`config.mk`:
```
export PLATFORM = sky130hd
export DESIGN_NAME = fetch_sequencer
export DESIGN_NICKNAME = d
export VERILOG_FILES = /design/src/rtl/fetch_sequencer.sv
export SDC_FILE = /design/constraint.sdc
export NUM_CORES = 1
export LEC_CHECK = 0
export ABC_CLOCK_PERIOD_IN_PS = 1900
export CAP_MARGIN = 20
export CORE_MARGIN = 2
export CORE_UTILIZATION = 36
export DETAILED_ROUTE_END_ITERATION = 16
export PLACE_DENSITY = 0.75
export SYNTH_ARGS = -nofsm -noshare
export SYNTH_HDL_FRONTEND = slang
export SYNTH_SLANG_ARGS = --single-unit
export TNS_END_PERCENT = 5
```
`constraint.sdc`:
```
create_clock -name clk -period 1.9 [get_ports clk]
set_input_delay 0.38 -clock clk [delete_from_list [all_inputs] [get_ports clk]]
set_output_delay 0.38 -clock clk [all_outputs]
set_load 0.03 [all_outputs]
```
`src/rtl/fetch_sequencer.sv`:
```
// Instruction fetch sequencer: walks the reset vector, fetches opcodes and operands
// over a 1-cycle-latency memory and steers the program counter (HOLD/INC/ABS).
package fetch_sequencer_pkg;
  typedef logic [15:0] addr_t;
  typedef enum logic [1:0] {
    PS_HOLD = 2'b00,
    PS_INC  = 2'b01,
    PS_ABS  = 2'b10
  } ps_t;
endpackage

module fetch_sequencer
  import fetch_sequencer_pkg::*;
#(
  parameter addr_t RST_VEC = 16'hFFFC
) (
  input  logic        clk,
  input  logic        rst,
  input  logic        rdy,
  input  addr_t       pc,
  output ps_t         ps,
  output addr_t       pc_load,
  output logic [15:0] mem_addr,
  output logic        mem_rd,
  input  logic [7:0]  mem_data,
  output logic [7:0]  ir,
  output logic [7:0]  op_lo,
  output logic [7:0]  op_hi,
  output logic        instr_valid,
  output logic        illegal
);

  localparam logic [7:0] OP_NOP     = 8'hEA;
  localparam logic [7:0] OP_LDA_IMM = 8'hA9;
  localparam logic [7:0] OP_LDA_ABS = 8'hAD;
  localparam logic [7:0] OP_JMP     = 8'h4C;

  typedef enum logic [2:0] {
    S_RV_LO  = 3'd0,
    S_RV_HI  = 3'd1,
    S_RV_LD  = 3'd2,
    S_FETCH  = 3'd3,
    S_DECODE = 3'd4,
    S_OPER1  = 3'd5,
    S_OPER2  = 3'd6
  } state_t;

  state_t     state_q, state_d;
  logic [7:0] ir_q, ir_d;
  logic [7:0] op_lo_q, op_lo_d;
  logic [7:0] op_hi_q, op_hi_d;
  logic [7:0] vec_lo_q, vec_lo_d;

  always_ff @(posedge clk) begin
    if (!rst) begin
      state_q  <= S_RV_LO;
      ir_q     <= '0;
      op_lo_q  <= '0;
      op_hi_q  <= '0;
      vec_lo_q <= '0;
    end else begin
      state_q  <= state_d;
      ir_q     <= ir_d;
      op_lo_q  <= op_lo_d;
      op_hi_q  <= op_hi_d;
      vec_lo_q <= vec_lo_d;
    end
  end

  // Outputs are forced idle while rst is low, regardless of the state register.
  always_comb begin
    state_d     = state_q;
    ir_d        = ir_q;
    op_lo_d     = op_lo_q;
    op_hi_d     = op_hi_q;
    vec_lo_d    = vec_lo_q;
    ps          = PS_HOLD;
    pc_load     = '0;
    mem_addr    = '0;
    mem_rd      = 1'b0;
    instr_valid = 1'b0;
    illegal     = 1'b0;
    if (rst) begin
      case (state_q)
        S_RV_LO: begin
          mem_addr = RST_VEC;
          mem_rd   = 1'b1;
          state_d  = S_RV_HI;
        end
        S_RV_HI: begin
          mem_addr = RST_VEC + 16'd1;
          mem_rd   = 1'b1;
          vec_lo_d = mem_data;
          state_d  = S_RV_LD;
        end
        S_RV_LD: begin
          pc_load = {mem_data, vec_lo_q};
          ps      = PS_ABS;
          state_d = S_FETCH;
        end
        S_FETCH: begin
          if (rdy) begin
            mem_addr = pc;
            mem_rd   = 1'b1;
            ps       = PS_INC;
            state_d  = S_DECODE;
          end
        end
        S_DECODE: begin
          ir_d = mem_data;
          case (mem_data)
            OP_LDA_IMM, OP_LDA_ABS, OP_JMP: begin
              mem_addr = pc;
              mem_rd   = 1'b1;
              ps       = PS_INC;
              state_d  = S_OPER1;
            end
            default: begin
              op_lo_d     = '0;
              op_hi_d     = '0;
              instr_valid = 1'b1;
              illegal     = (mem_data != OP_NOP);
              state_d     = S_FETCH;
            end
          endcase
        end
        S_OPER1: begin
          op_lo_d = mem_data;
          if (ir_q == OP_LDA_ABS || ir_q == OP_JMP) begin
            mem_addr = pc;
            mem_rd   = 1'b1;
            ps       = PS_INC;
            state_d  = S_OPER2;
          end else begin
            op_hi_d     = '0;
            instr_valid = 1'b1;
            state_d     = S_FETCH;
          end
        end
        S_OPER2: begin
          op_hi_d     = mem_data;
          instr_valid = 1'b1;
          state_d     = S_FETCH;
          if (ir_q == OP_JMP) begin
            ps      = PS_ABS;
            pc_load = {mem_data, op_lo_q};
          end
        end
        default: state_d = S_RV_LO;
      endcase
    end
  end

  assign ir    = ir_q;
  assign op_lo = op_lo_q;
  assign op_hi = op_hi_q;

  a_ps_legal: assert property (@(posedge clk) ps inside {PS_HOLD, PS_INC, PS_ABS});

endmodule

```
# After elaboration in Yosys (flattened, before gate mapping)
# Cells that the tools add are included.
[totals] wordCells=63 output_inout_bits=61 reg_bits=35 inputBits=27
[classes] eq_ne=15 mux=34 n_reduce_logical=9
[ops] operator="two-way mux 16 bit" n=6
[ops] operator="case mux 16 bit (5 select lines)" n=1
[ops] operator="case mux 16 bit (2 select lines)" n=1
[ops] operator="== test 8 bit, second input constant" n=3
[ops] operator="case mux 8 bit (3 select lines)" n=1
[ops] operator="case mux 3 bit (6 select lines)" n=1
[ops] operator="== test 8 x 7 -> 1 bit, second input constant" n=2
[ops] operator="two-way mux 8 bit" n=2
[ops] operator="case mux 8 bit (2 select lines)" n=1
[ops] operator="two-way mux 1 bit" n=13
[ops] operator="case mux 2 bit (5 select lines)" n=1
[ops] operator="== test 3 bit, second input constant" n=3
[ops] operator="two-way mux 3 bit" n=3
[ops] operator="inequality test 8 bit, second input constant" n=1
[ops] operator="== test 3 x 2 -> 1 bit, second input constant" n=2
[ops] operator="inequality test 2 bit, second input constant" n=3
[ops] operator="two-way mux 2 bit" n=2
[ops] operator="case mux 1 bit (4 select lines)" n=1
[ops] operator="OR reduction 2 bit" n=2
[ops] operator="== test 3 x 1 -> 1 bit, second input constant" n=1
[ops] operator="zero test 3 bit" n=1
[ops] operator="case mux 1 bit (3 select lines)" n=1
[ops] operator="AND reduction 3 bit" n=1
[ops] operator="nonzero test 3 bit" n=1
[ops] operator="other kinds (4)" n=4

# Longest topological paths before layout
# Gate-level depths: netlist of the first run.
[logic_depth] depth_word=5 depth_mapped=8 mapped_depth_nobuf=5

# Worst setup path after synthesis of the first run
# No wires, ideal clock.
[synth_path] kind="flip-flop to output port" from="register ir_q[6] (netlist: ir[6])" to="output pc_load[10]" n_path_buf=0 arrival_time_ns=1.986 path_stages_with_launch=5 path_slack_ns=-0.466 required_ns=1.520 path_cell_list="dfxtp_1 or4b_1 nand2b_1 a21oi_2 and2_1"
[synth_between] elab_chain_len=4
[synth_rtl] element="start: declaration" line="49" rtl="logic [7:0] ir_q, ir_d;"
[synth_rtl] element="start signal: assignment" line="63" rtl="ir_q <= ir_d;"
[synth_rtl] element="== test 8 x 7 -> 1 bit" line="144" rtl="if (ir_q == OP_JMP) begin"
[synth_rtl] element="two-way mux 16 bit" line="144"
[synth_rtl] element="case mux 16 bit (2 select lines)" line="84" rtl="case (state_q)"
[synth_rtl] element="two-way mux 16 bit" line="83" rtl="if (rst) begin"
[synth_rtl] element="end: declaration" line="22" rtl="output addr_t pc_load,"
# No other way between the ends.

# Worst setup path after layout of the first run
[layout_path] from="register ir_q[0] (netlist: ir[0])" to="output mem_addr[4]"
[layout_between] elab_chain_len=5 word_cells_on_any_way=6 cone_classes="2 x eq/ne; 3 x mux; 1 x reduce/logical"
[layout_rtl] element="== test 8 bit / == test 8 x 7 -> 1 bit (equally long branches)" line="129" rtl="if (ir_q == OP_LDA_ABS || ir_q == OP_JMP) begin"
[layout_rtl] element="logical OR 1 bit *" line="129"
[layout_rtl] element="two-way mux 16 bit *" line="129"
[layout_rtl] element="case mux 16 bit (5 select lines) *" line="84"
[layout_rtl] element="two-way mux 16 bit *" line="83"
[layout_rtl] element="end: declaration" line="23" rtl="output logic [15:0] mem_addr,"
# Every way passes the cells marked *; elsewhere a longest branch is shown, timed or not.

==> results.cfg, run 1 <==
[status]
status = complete, but fails checks
violations = negative setup slack

[detailed_routing]
routed_wl_um = 6320
ant_nets = 0
drtIter0Drc = 143
drt_pre_antenna_iters = 4
routedWlPerCell_um = 15.3
routed_via_density = 5.05
num_vias = 2092
post-route-drc-count = 0

[sta]
finalSetupViolations = 37
setup-tns-final_ns = -19.61
slew_headroom = 0.556
hold_ws_ns = 0.467
worstMarginPinSlew_ns = 0.664
finalHoldViolations = 0
setup_ws_ns = -0.612
finalCritPeriodShare = 1.32
max_freq_mhz = 398
rsz0062_at_grt = yes
finClkSkew_ns = 0.00351
slew_violations = 0
fin_crit_ns = 2.51

[final_layout]
nNetsFinal = 373
fin_cells = 414
area_growth_syn_to_layout_pct = 89.0
multiInputGateArea_um2 = 1260
fillers = 373
final-seq-area_um2 = 708
diodes = 0
drive_gt1_frac = 0.412

[clock_tree]
cts-buffers-inserted = 5
cts_root_buffer = clkbuf_8
cts.sinks = 35
htree_levels = 2
clockBufferDepth = 2
cts_hold_buffers = 0
cts_tree = yes
clk_pin_slew_worst_paths_ns = 0.07
clock_latency_ns = 0.29

[power]
ir_worst_vdd_v = 0.000515
cellPowerDensity_nw_per_um2 = 534
leakage_uw = 0.00140

[logic_synthesis]
synth_xor_area_frac = 0
synth_compound_area_frac = 0.305
yosysWarnings = 0
ys_seq_area_frac = 0.387
muxShareOfSynthArea = 0
synth_top_cell_by_area = dfxtp_1
ys_ff_latch = 35
synth_edf_count = 0
synth_adder_area_share = 0
yosysTopAreaCellShare = 0.387
synthCells = 214
ys.flop_type = dfxtp_1
ys_types = 40
yosys.area_share.simple = 0.267
synth_top_family_by_area = compound AO/OA/AOI/OAI gates
avgSynthCellArea_um2 = 8.45
syn_nets = 241
netlist_top_cells_area = dfxtp_1, nand2_1, a21boi_0
netlist_area_um2 = 1810
async_reset_ff_frac = 0

[floorplan]
die_y_um = 74.9
die_area_um2 = 5610
rows = 25
initial_core_util = 0.378
ios = 88
coreArea_um2 = 4790
die_width_um = 74.9

[critical_path]
crit_required_ns = 1.52
worst-path-max-fanout = 14
crit_type = flop to output port
r2r_cells = 7
cp-end-kind = output port
cp.arrival_ns = 2.13
cp-start-kind = flop

[global_routing]
grt_max_degree = 19
grt_pass1_wl_um = 9750
antenna_found_initial = 0
track_usage = 0.230
grt.overflow.total = 0
first_global_vias = 1958

[flow_run]
cap_violations = 0

[placed_design]
port-buffer-count = 87
place_congestion = 0.852
dpl.hpwl_um = 4760
post-place-cells = 406

[hold_path]
whs_path_depth = 2
hp-class = flop to flop
## where the power goes
| group | switching, µW | internal (µW) | leakage (µW) |
|---|---|---|---|
| Combinational | 268 | 261 | 0.00107 |
| Sequential | 14.8 | 750 | 0.000286 |
| Clock | 276 | 256 | 0.0000412 |
| Total | 559 | 1270 | 0.00140 |
## critical path, cell delays in order (launching register included)
cell and delay [ns]:
dfxtp_4 0.34, or4b_4 0.53, nand2_2 0.11, buf_6 0.11, a41oi_4 0.11, a21oi_2 0.20, buf_12 0.17, a21o_1 0.14
buf_6 0.13
## per-stage QoR
step	setup slack, ns	util	area [µm²]	power, µW
after floorplan	-0.185	-	1980	1040
after global placement	-0.847	0.664	3180	1270
after detailed placement	-0.896	0.664	3180	1280
after CTS	-0.633	0.710	3400	1830
after global routing	-0.706	0.715	3420	1900
final	-0.612	0.715	3420	1830
## sequential cells by signal, summed over array words and instances, names as in the netlist
signal	count
ir	8
op_hi	8
op_lo	8
state_q	3
vec_lo_q	8
## layer usage
metal,GRT usage,vias up,part of all wire
met5,0,-,0
met1,0.317,997,0.45
li1,-,1028,-
met4,0.0853,0,0.017
met3,0.0375,10,0.039
met2,0.364,57,0.49
## cell usage in the layout (no fill, tap or decap), types with 2 or more instances in the layout
cell             Yosys  final
and2_4               0      9
a21o_4               0     10
a22oi_1              8      8
clkdlybuf4s15_2      0      2
buf_6                3     26
nor2_1              15      7
a32o_1               8      8
buf_12               0      2
buf_4                0     57
and2_1              13      4
nand2b_1             4      3
nor2b_1              3      3
a21boi_0            17     17
dlymetal6s2s_1       0      2
a22o_1               9      9
clkbuf_8             0      5
nor2_4               1      2
dlygate4sd2_1        0      5
a21oi_1              3      2
nand2_1             46     45
nor2_2               1      8
a31oi_1              2      2
dfxtp_2              0      3
dfxtp_1             35     31
a21oi_2              2      2
a21o_1              14      4
nand2_2              1      2
clkdlybuf4s50_1      0     43
## cells in the mapped netlist, types with 2 or more instances
cell        n
a22oi_1     8
buf_2       2
a21oi_2     2
clkbuf_1    6
nand2_1    46
nand2b_1    4
nand4bb_1   2
a21o_1     14
buf_6       3
nor2_1     15
a31oi_1     2
a22o_1      9
nor2b_1     3
a32o_1      8
a21boi_0   17
and2_1     13
a21oi_1     3
dfxtp_1    35
## final timing paths
path,from,end,slack (ns)
worst max register to register,state_q[0],op_hi[3],0.18
worst min-delay path,vec_lo_q[3],vec_lo_q[3],0.47
worst max-delay path,ir[0],mem_addr[4],-0.61
worst min register to register,vec_lo_q[3],vec_lo_q[3],0.47
## repair_timing
action	4_1_cts	5_1_grt
resized for setup	40	7
setup endpoints to repair	37	37
pin swaps	6	6
buffers inserted	0	0
## layout make-up
class,count,area share
Timing Repair Buffer,137,0.375
Clock buffer,6,0.0212
Inverter,1,0.00110
Sequential cell,35,0.207
Clock inverter,2,0.00366
Multi-Input combinational cell,166,0.367
Tap cell,67,0.0245
## logic make-up after synthesis
logic type,count (synthesis)
buf+inv,13
compound gates,70
flops,35
simple gates,96
No activity file was read; power rests on OpenSTA's default activity.
==> run 2, diff against run 1 <==
--- a/config.mk
+++ b/config.mk
@@ -8,9 +8,11 @@
 export ABC_CLOCK_PERIOD_IN_PS = 1900
 export CAP_MARGIN = 20
 export CORE_MARGIN = 2
-export CORE_UTILIZATION = 36
+export CORE_UTILIZATION = 56
 export DETAILED_ROUTE_END_ITERATION = 16
-export PLACE_DENSITY = 0.75
+export DONT_BUFFER_PORTS = 1
+export PLACE_DENSITY = 0.74
+export RECOVER_POWER = 100
 export SYNTH_ARGS = -nofsm -noshare
 export SYNTH_HDL_FRONTEND = slang
 export SYNTH_SLANG_ARGS = --single-unit
==> results.cfg, run 2 (synthesized netlist as in run 1, its figures left out) <==
[status]
status = complete, but fails checks
violations = negative setup slack

[critical_path]
cp.arrival_ns = 2.06
worstReg2RegEnd = op_hi[1]
worst-path-max-fanout = 8
cp-start-kind = flop
crit_required_ns = 1.52
reg2reg_from = ir[0]
rrSetupSlack_ns = 0.11
cp-end-kind = output port
r2r_cells = 6
crit_type = flop to output port

[sta]
rsz0062_at_grt = yes
finalHoldViolations = 0
max_freq_mhz = 409
slew_headroom = 0.597
slew_violations = 0
finalCritPeriodShare = 1.29
worstMarginPinSlew_ns = 0.602
hold_ws_ns = 0.124
setup_ws_ns = -0.545
finClkSkew_ns = 0.0102
finalSetupViolations = 37
fin_crit_ns = 2.44

[hold_path]
whs_endpoint = state_q[1]
whs_path_depth = 2
hold_path_startpoint = rst
hp-class = input pin to flop

[global_routing]
grt.overflow.total = 0
antenna_found_initial = 0
track_usage = 0.305
grt_max_degree = 30
first_global_vias = 1729
grt_pass1_wl_um = 8330

[power]
ir_worst_vdd_v = 0.000449
power_frac_comb = 0.195
net-switching-power_uw = 497
pwr-share-clk = 0.339
swShare = 0.301
pwr-share-seq = 0.466
leakage_uw = 0.000933
internal_power_uw = 1160
cellPowerDensity_nw_per_um2 = 663

[clock_tree]
clk_pin_slew_worst_paths_ns = 0.11
clock_latency_ns = 0.36
cts.sinks = 35
clockBufferDepth = 2
htree_levels = 2
cts-buffers-inserted = 5
cts_root_buffer = clkbuf_4
cts_tree = yes
cts_hold_buffers = 0

[flow_run]
cap_violations = 0

[floorplan]
rows = 20
ios = 88
initial_core_util = 0.593
coreArea_um2 = 3050
die_area_um2 = 3700
die_y_um = 60.8
die_width_um = 60.8

[final_layout]
drive_gt1_frac = 0.435
layout_common_cells = nand2_1, dfxtp_1, buf_4
fin_area_um2 = 2490
nNetsFinal = 274
area_growth_syn_to_layout_pct = 37.8
layout_commonest_cell = nand2_1
diodes = 0
final-seq-area_um2 = 711
fillers = 199
multiInputGateArea_um2 = 1280

[placed_design]
port-buffer-count = 0
dpl.hpwl_um = 3910
place_congestion = 0.841
dpl_cell_area_um2 = 2260

[detailed_routing]
drt_pre_antenna_iters = 4
drtIter0Drc = 119
routed_via_density = 6.21
num_vias = 1812
ant_nets = 0
routedWlPerCell_um = 19.0
post-route-drc-count = 0
routed_wl_um = 5550
==> run 2: how the worst max path moves through the flow <==
| stage | start | end | slack (ns) | depth (start not counted) |
|---|---|---|---|---|
| 3_5_place_dp | mem_data[7] | mem_addr[13] | -0.27 | 6 |
| 4_1_cts | ir[0] | pc_load[6] | -0.53 | 6 |
| 2_1_floorplan | ir[0] | mem_addr[10] | -0.18 | 6 |
| 3_3_place_gp | ir[0] | mem_addr[10] | -0.19 | 6 |
| 5_1_grt | ir[0] | pc_load[7] | -0.61 | 7 |
| 6_report | ir[0] | pc_load[0] | -0.54 | 7 |
==> run 2: critical path, stage by stage (launching register included) <==
cell,delay [ns]
dfxtp_4,0.36
or4b_4,0.54
nand2b_4,0.19
nor2_4,0.14
buf_12,0.14
a22oi_1,0.07
nor2_2,0.12
buf_6,0.14
==> run 2: metrics by stage <==
step / total power [µW] / std cells / TNS [ns] / util / setup WS [ns]
final: 1650 / 292 / -17.55 / 0.816 / -0.545
after global placement: 1080 / 282 / -3.91 / 0.741 / -0.193
after global routing: 1710 / 292 / -19.65 / 0.816 / -0.607
after floorplan: 1040 / 214 / -5.22 / - / -0.185
after detailed placement: 1090 / 282 / -5.68 / 0.741 / -0.268
after CTS: 1650 / 291 / -17.29 / 0.799 / -0.529
==> run 2: what timing repair did <==
action / in CTS / in global routing
pin swaps: 15 / 5
resized for setup: 24 / 10
cloned: 1 / 0
buffers inserted: 0 / 1
hold endpoints to repair: 0 / 0
endpoints found under the setup margin: 37 / 40
==> run 2: routing by layer <==
| layer | global-route usage | vias to the layer above | part of all wire |
|---|---|---|---|
| met4 | 0.130 | 0 | 0.017 |
| met3 | 0.107 | 10 | 0.098 |
| li1 | - | 834 | - |
| met1 | 0.367 | 872 | 0.37 |
| met5 | 0 | - | 0 |
| met2 | 0.496 | 96 | 0.52 |
==> run 2: cell type report <==
cell class | instances | share of cell area
clock buffers | 5 | 0.0151
clock inverters | 3 | 0.0191
inverters | 1 | 0.00151
multi-input cells | 166 | 0.513
flip-flops and latches | 35 | 0.285
well taps | 44 | 0.0221
repair buffers | 38 | 0.145
==> run 2: power groups by stage <==
stage	clock network [µW]	registers, µW	logic [µW]
3_3_place_gp	0	782	298
5_1_grt	593	772	343
2_1_floorplan	0	779	258
3_5_place_dp	0	783	306
6_report	560	770	323
4_1_cts	567	767	316
==> run 3, diff against run 2 <==
--- a/config.mk
+++ b/config.mk
@@ -11,8 +11,9 @@
 export CORE_UTILIZATION = 56
 export DETAILED_ROUTE_END_ITERATION = 16
 export DONT_BUFFER_PORTS = 1
-export PLACE_DENSITY = 0.74
+export PLACE_DENSITY = 0.73
 export RECOVER_POWER = 100
+export REMOVE_ABC_BUFFERS = 1
 export SYNTH_ARGS = -nofsm -noshare
 export SYNTH_HDL_FRONTEND = slang
 export SYNTH_SLANG_ARGS = --single-unit
==> results.cfg, run 3 (synthesized netlist as in run 1, its figures left out) <==
[power]
pwr-share-clk = 0.257
pwr-share-seq = 0.506
swShare = 0.309
internal_power_uw = 1050
ir_worst_vdd_v = 0.000428
net-switching-power_uw = 471
cellPowerDensity_nw_per_um2 = 609
leakage_uw = 0.000982
power_frac_comb = 0.238

[sta]
finalCritPeriodShare = 1.28
finalSetupViolations = 37
finalHoldViolations = 0
fin_crit_ns = 2.44
max_freq_mhz = 410
worstMarginPinSlew_ns = 0.626
finClkSkew_ns = 0.0117
rsz0062_at_grt = yes
slew_violations = 0
setup_ws_ns = -0.539
slew_headroom = 0.581

[detailed_routing]
ant_nets = 0
drtIter0Drc = 132
routed_wl_um = 5560
num_vias = 1869
routed_via_density = 6.13
drt_pre_antenna_iters = 4
post-route-drc-count = 0
routedWlPerCell_um = 18.2

[final_layout]
drive_gt1_frac = 0.307
fin_cells = 305
layout_common_cells = nand2_1, dfxtp_1, buf_4
nNetsFinal = 287
fillers = 204
final-seq-area_um2 = 702
diodes = 0
final_core_util = 0.818
area_growth_syn_to_layout_pct = 38.0
multiInputGateArea_um2 = 1160
fin_area_um2 = 2500
layout_commonest_cell = nand2_1

[critical_path]
worst-path-max-fanout = 7
cp-start-kind = flop
r2r_cells = 7
crit_type = flop to output port
cp-end-kind = output port
cp.arrival_ns = 2.06
crit_required_ns = 1.52

[global_routing]
track_usage = 0.309
first_global_vias = 1799
antenna_found_initial = 0
grt.overflow.total = 0
grt_max_degree = 30
grt_pass1_wl_um = 8290

[clock_tree]
clk_pin_slew_worst_paths_ns = 0.11
clockBufferDepth = 2
cts.sinks = 35
cts-buffers-inserted = 5
post-cts-setup-buffer-count = 0
cts_tree = yes
cts_hold_buffers = 0
clock_latency_ns = 0.34
cts_root_buffer = clkbuf_4
htree_levels = 2

[floorplan]
die_area_um2 = 3700
rows = 20
die_y_um = 60.8
ios = 88
die_width_um = 60.8
initial_core_util = 0.593
coreArea_um2 = 3050

[placed_design]
post-place-cells = 296
dpl_cell_area_um2 = 2270
port-buffer-count = 0
dpl.hpwl_um = 3980
place_congestion = 0.912

[status]
violations = negative setup slack
status = complete, but fails checks

[hold_path]
whs_path_depth = 1
hp-class = input pin to flop

[flow_run]
cap_violations = 0
-- run 3: cell count changes in the layout (fill, tap and decap cells not counted), moves of 4 or more --
cell and change:
clkbuf_1 +4, buf_12 +5, a22oi_1 +5, nor2_1 +8, dfxtp_1 +5, dfxtp_2 -4
and2_1 +10, a22oi_2 -5, nor2_2 -8, a21o_1 +5, and2_4 -10, buf_4 +6
-- run 3: worst paths after layout --
check	slack (ns)	startpoint	to
worst max-delay path	-0.54	ir[5]	mem_addr[15]
worst min-delay path	0.15	mem_data[2]	op_lo[2]
worst max register to register	0.06	state_q[0]	op_hi[5]
worst min register to register	0.48	vec_lo_q[0]	vec_lo_q[0]
-- run 3: critical path: stages, from the launching register on --
cell	delay, ns
dfxtp_2	0.34
or4b_4	0.56
nand2_4	0.09
a41oi_4	0.11
a21oi_4	0.21
buf_12	0.14
a21o_1	0.15
buf_12	0.13
-- run 3: timing repair --
action	4_1_cts	5_1_grt
setup endpoints to repair	37	37
resized for setup	15	24
cloned	0	1
pin swaps	5	15
-- run 3: power groups by stage --
stage | registers, µW | logic (µW) | clock network (µW)
5_1_grt | 771 | 381 | 434
4_1_cts | 767 | 335 | 394
6_report | 769 | 361 | 391
2_1_floorplan | 788 | 199 | 0
3_3_place_gp | 783 | 322 | 0
3_5_place_dp | 784 | 328 | 0
-- run 3: final cells by class --
class,count,area share
clock inverter,2,0.00501
inverter,1,0.00150
multi-input combinational,166,0.466
sequential,35,0.281
clock buffer,6,0.0165
tap,44,0.0221
timing repair buffer,51,0.208
-- run 3: metrics by stage --
stage / hold slack [ns] / setup slack [ns] / setup TNS, ns / power [µW]
floorplan: 0.444 / -0.466 / -14.23 / 987
global placement: 0.452 / -0.210 / -5.28 / 1100
detailed placement: 0.461 / -0.201 / -5.00 / 1110
CTS: 0.154 / -0.544 / -16.68 / 1500
global route: 0.131 / -0.641 / -20.24 / 1590
finish: 0.155 / -0.539 / -16.66 / 1520
-- run 3: per-layer routing --
| metal | up-vias | track usage | part of all wire |
|---|---|---|---|
| met5 | - | 0 | 0 |
| met4 | 0 | 0.127 | 0.019 |
| met3 | 13 | 0.102 | 0.097 |
| met1 | 884 | 0.338 | 0.34 |
| li1 | 861 | - | - |
| met2 | 111 | 0.548 | 0.54 |
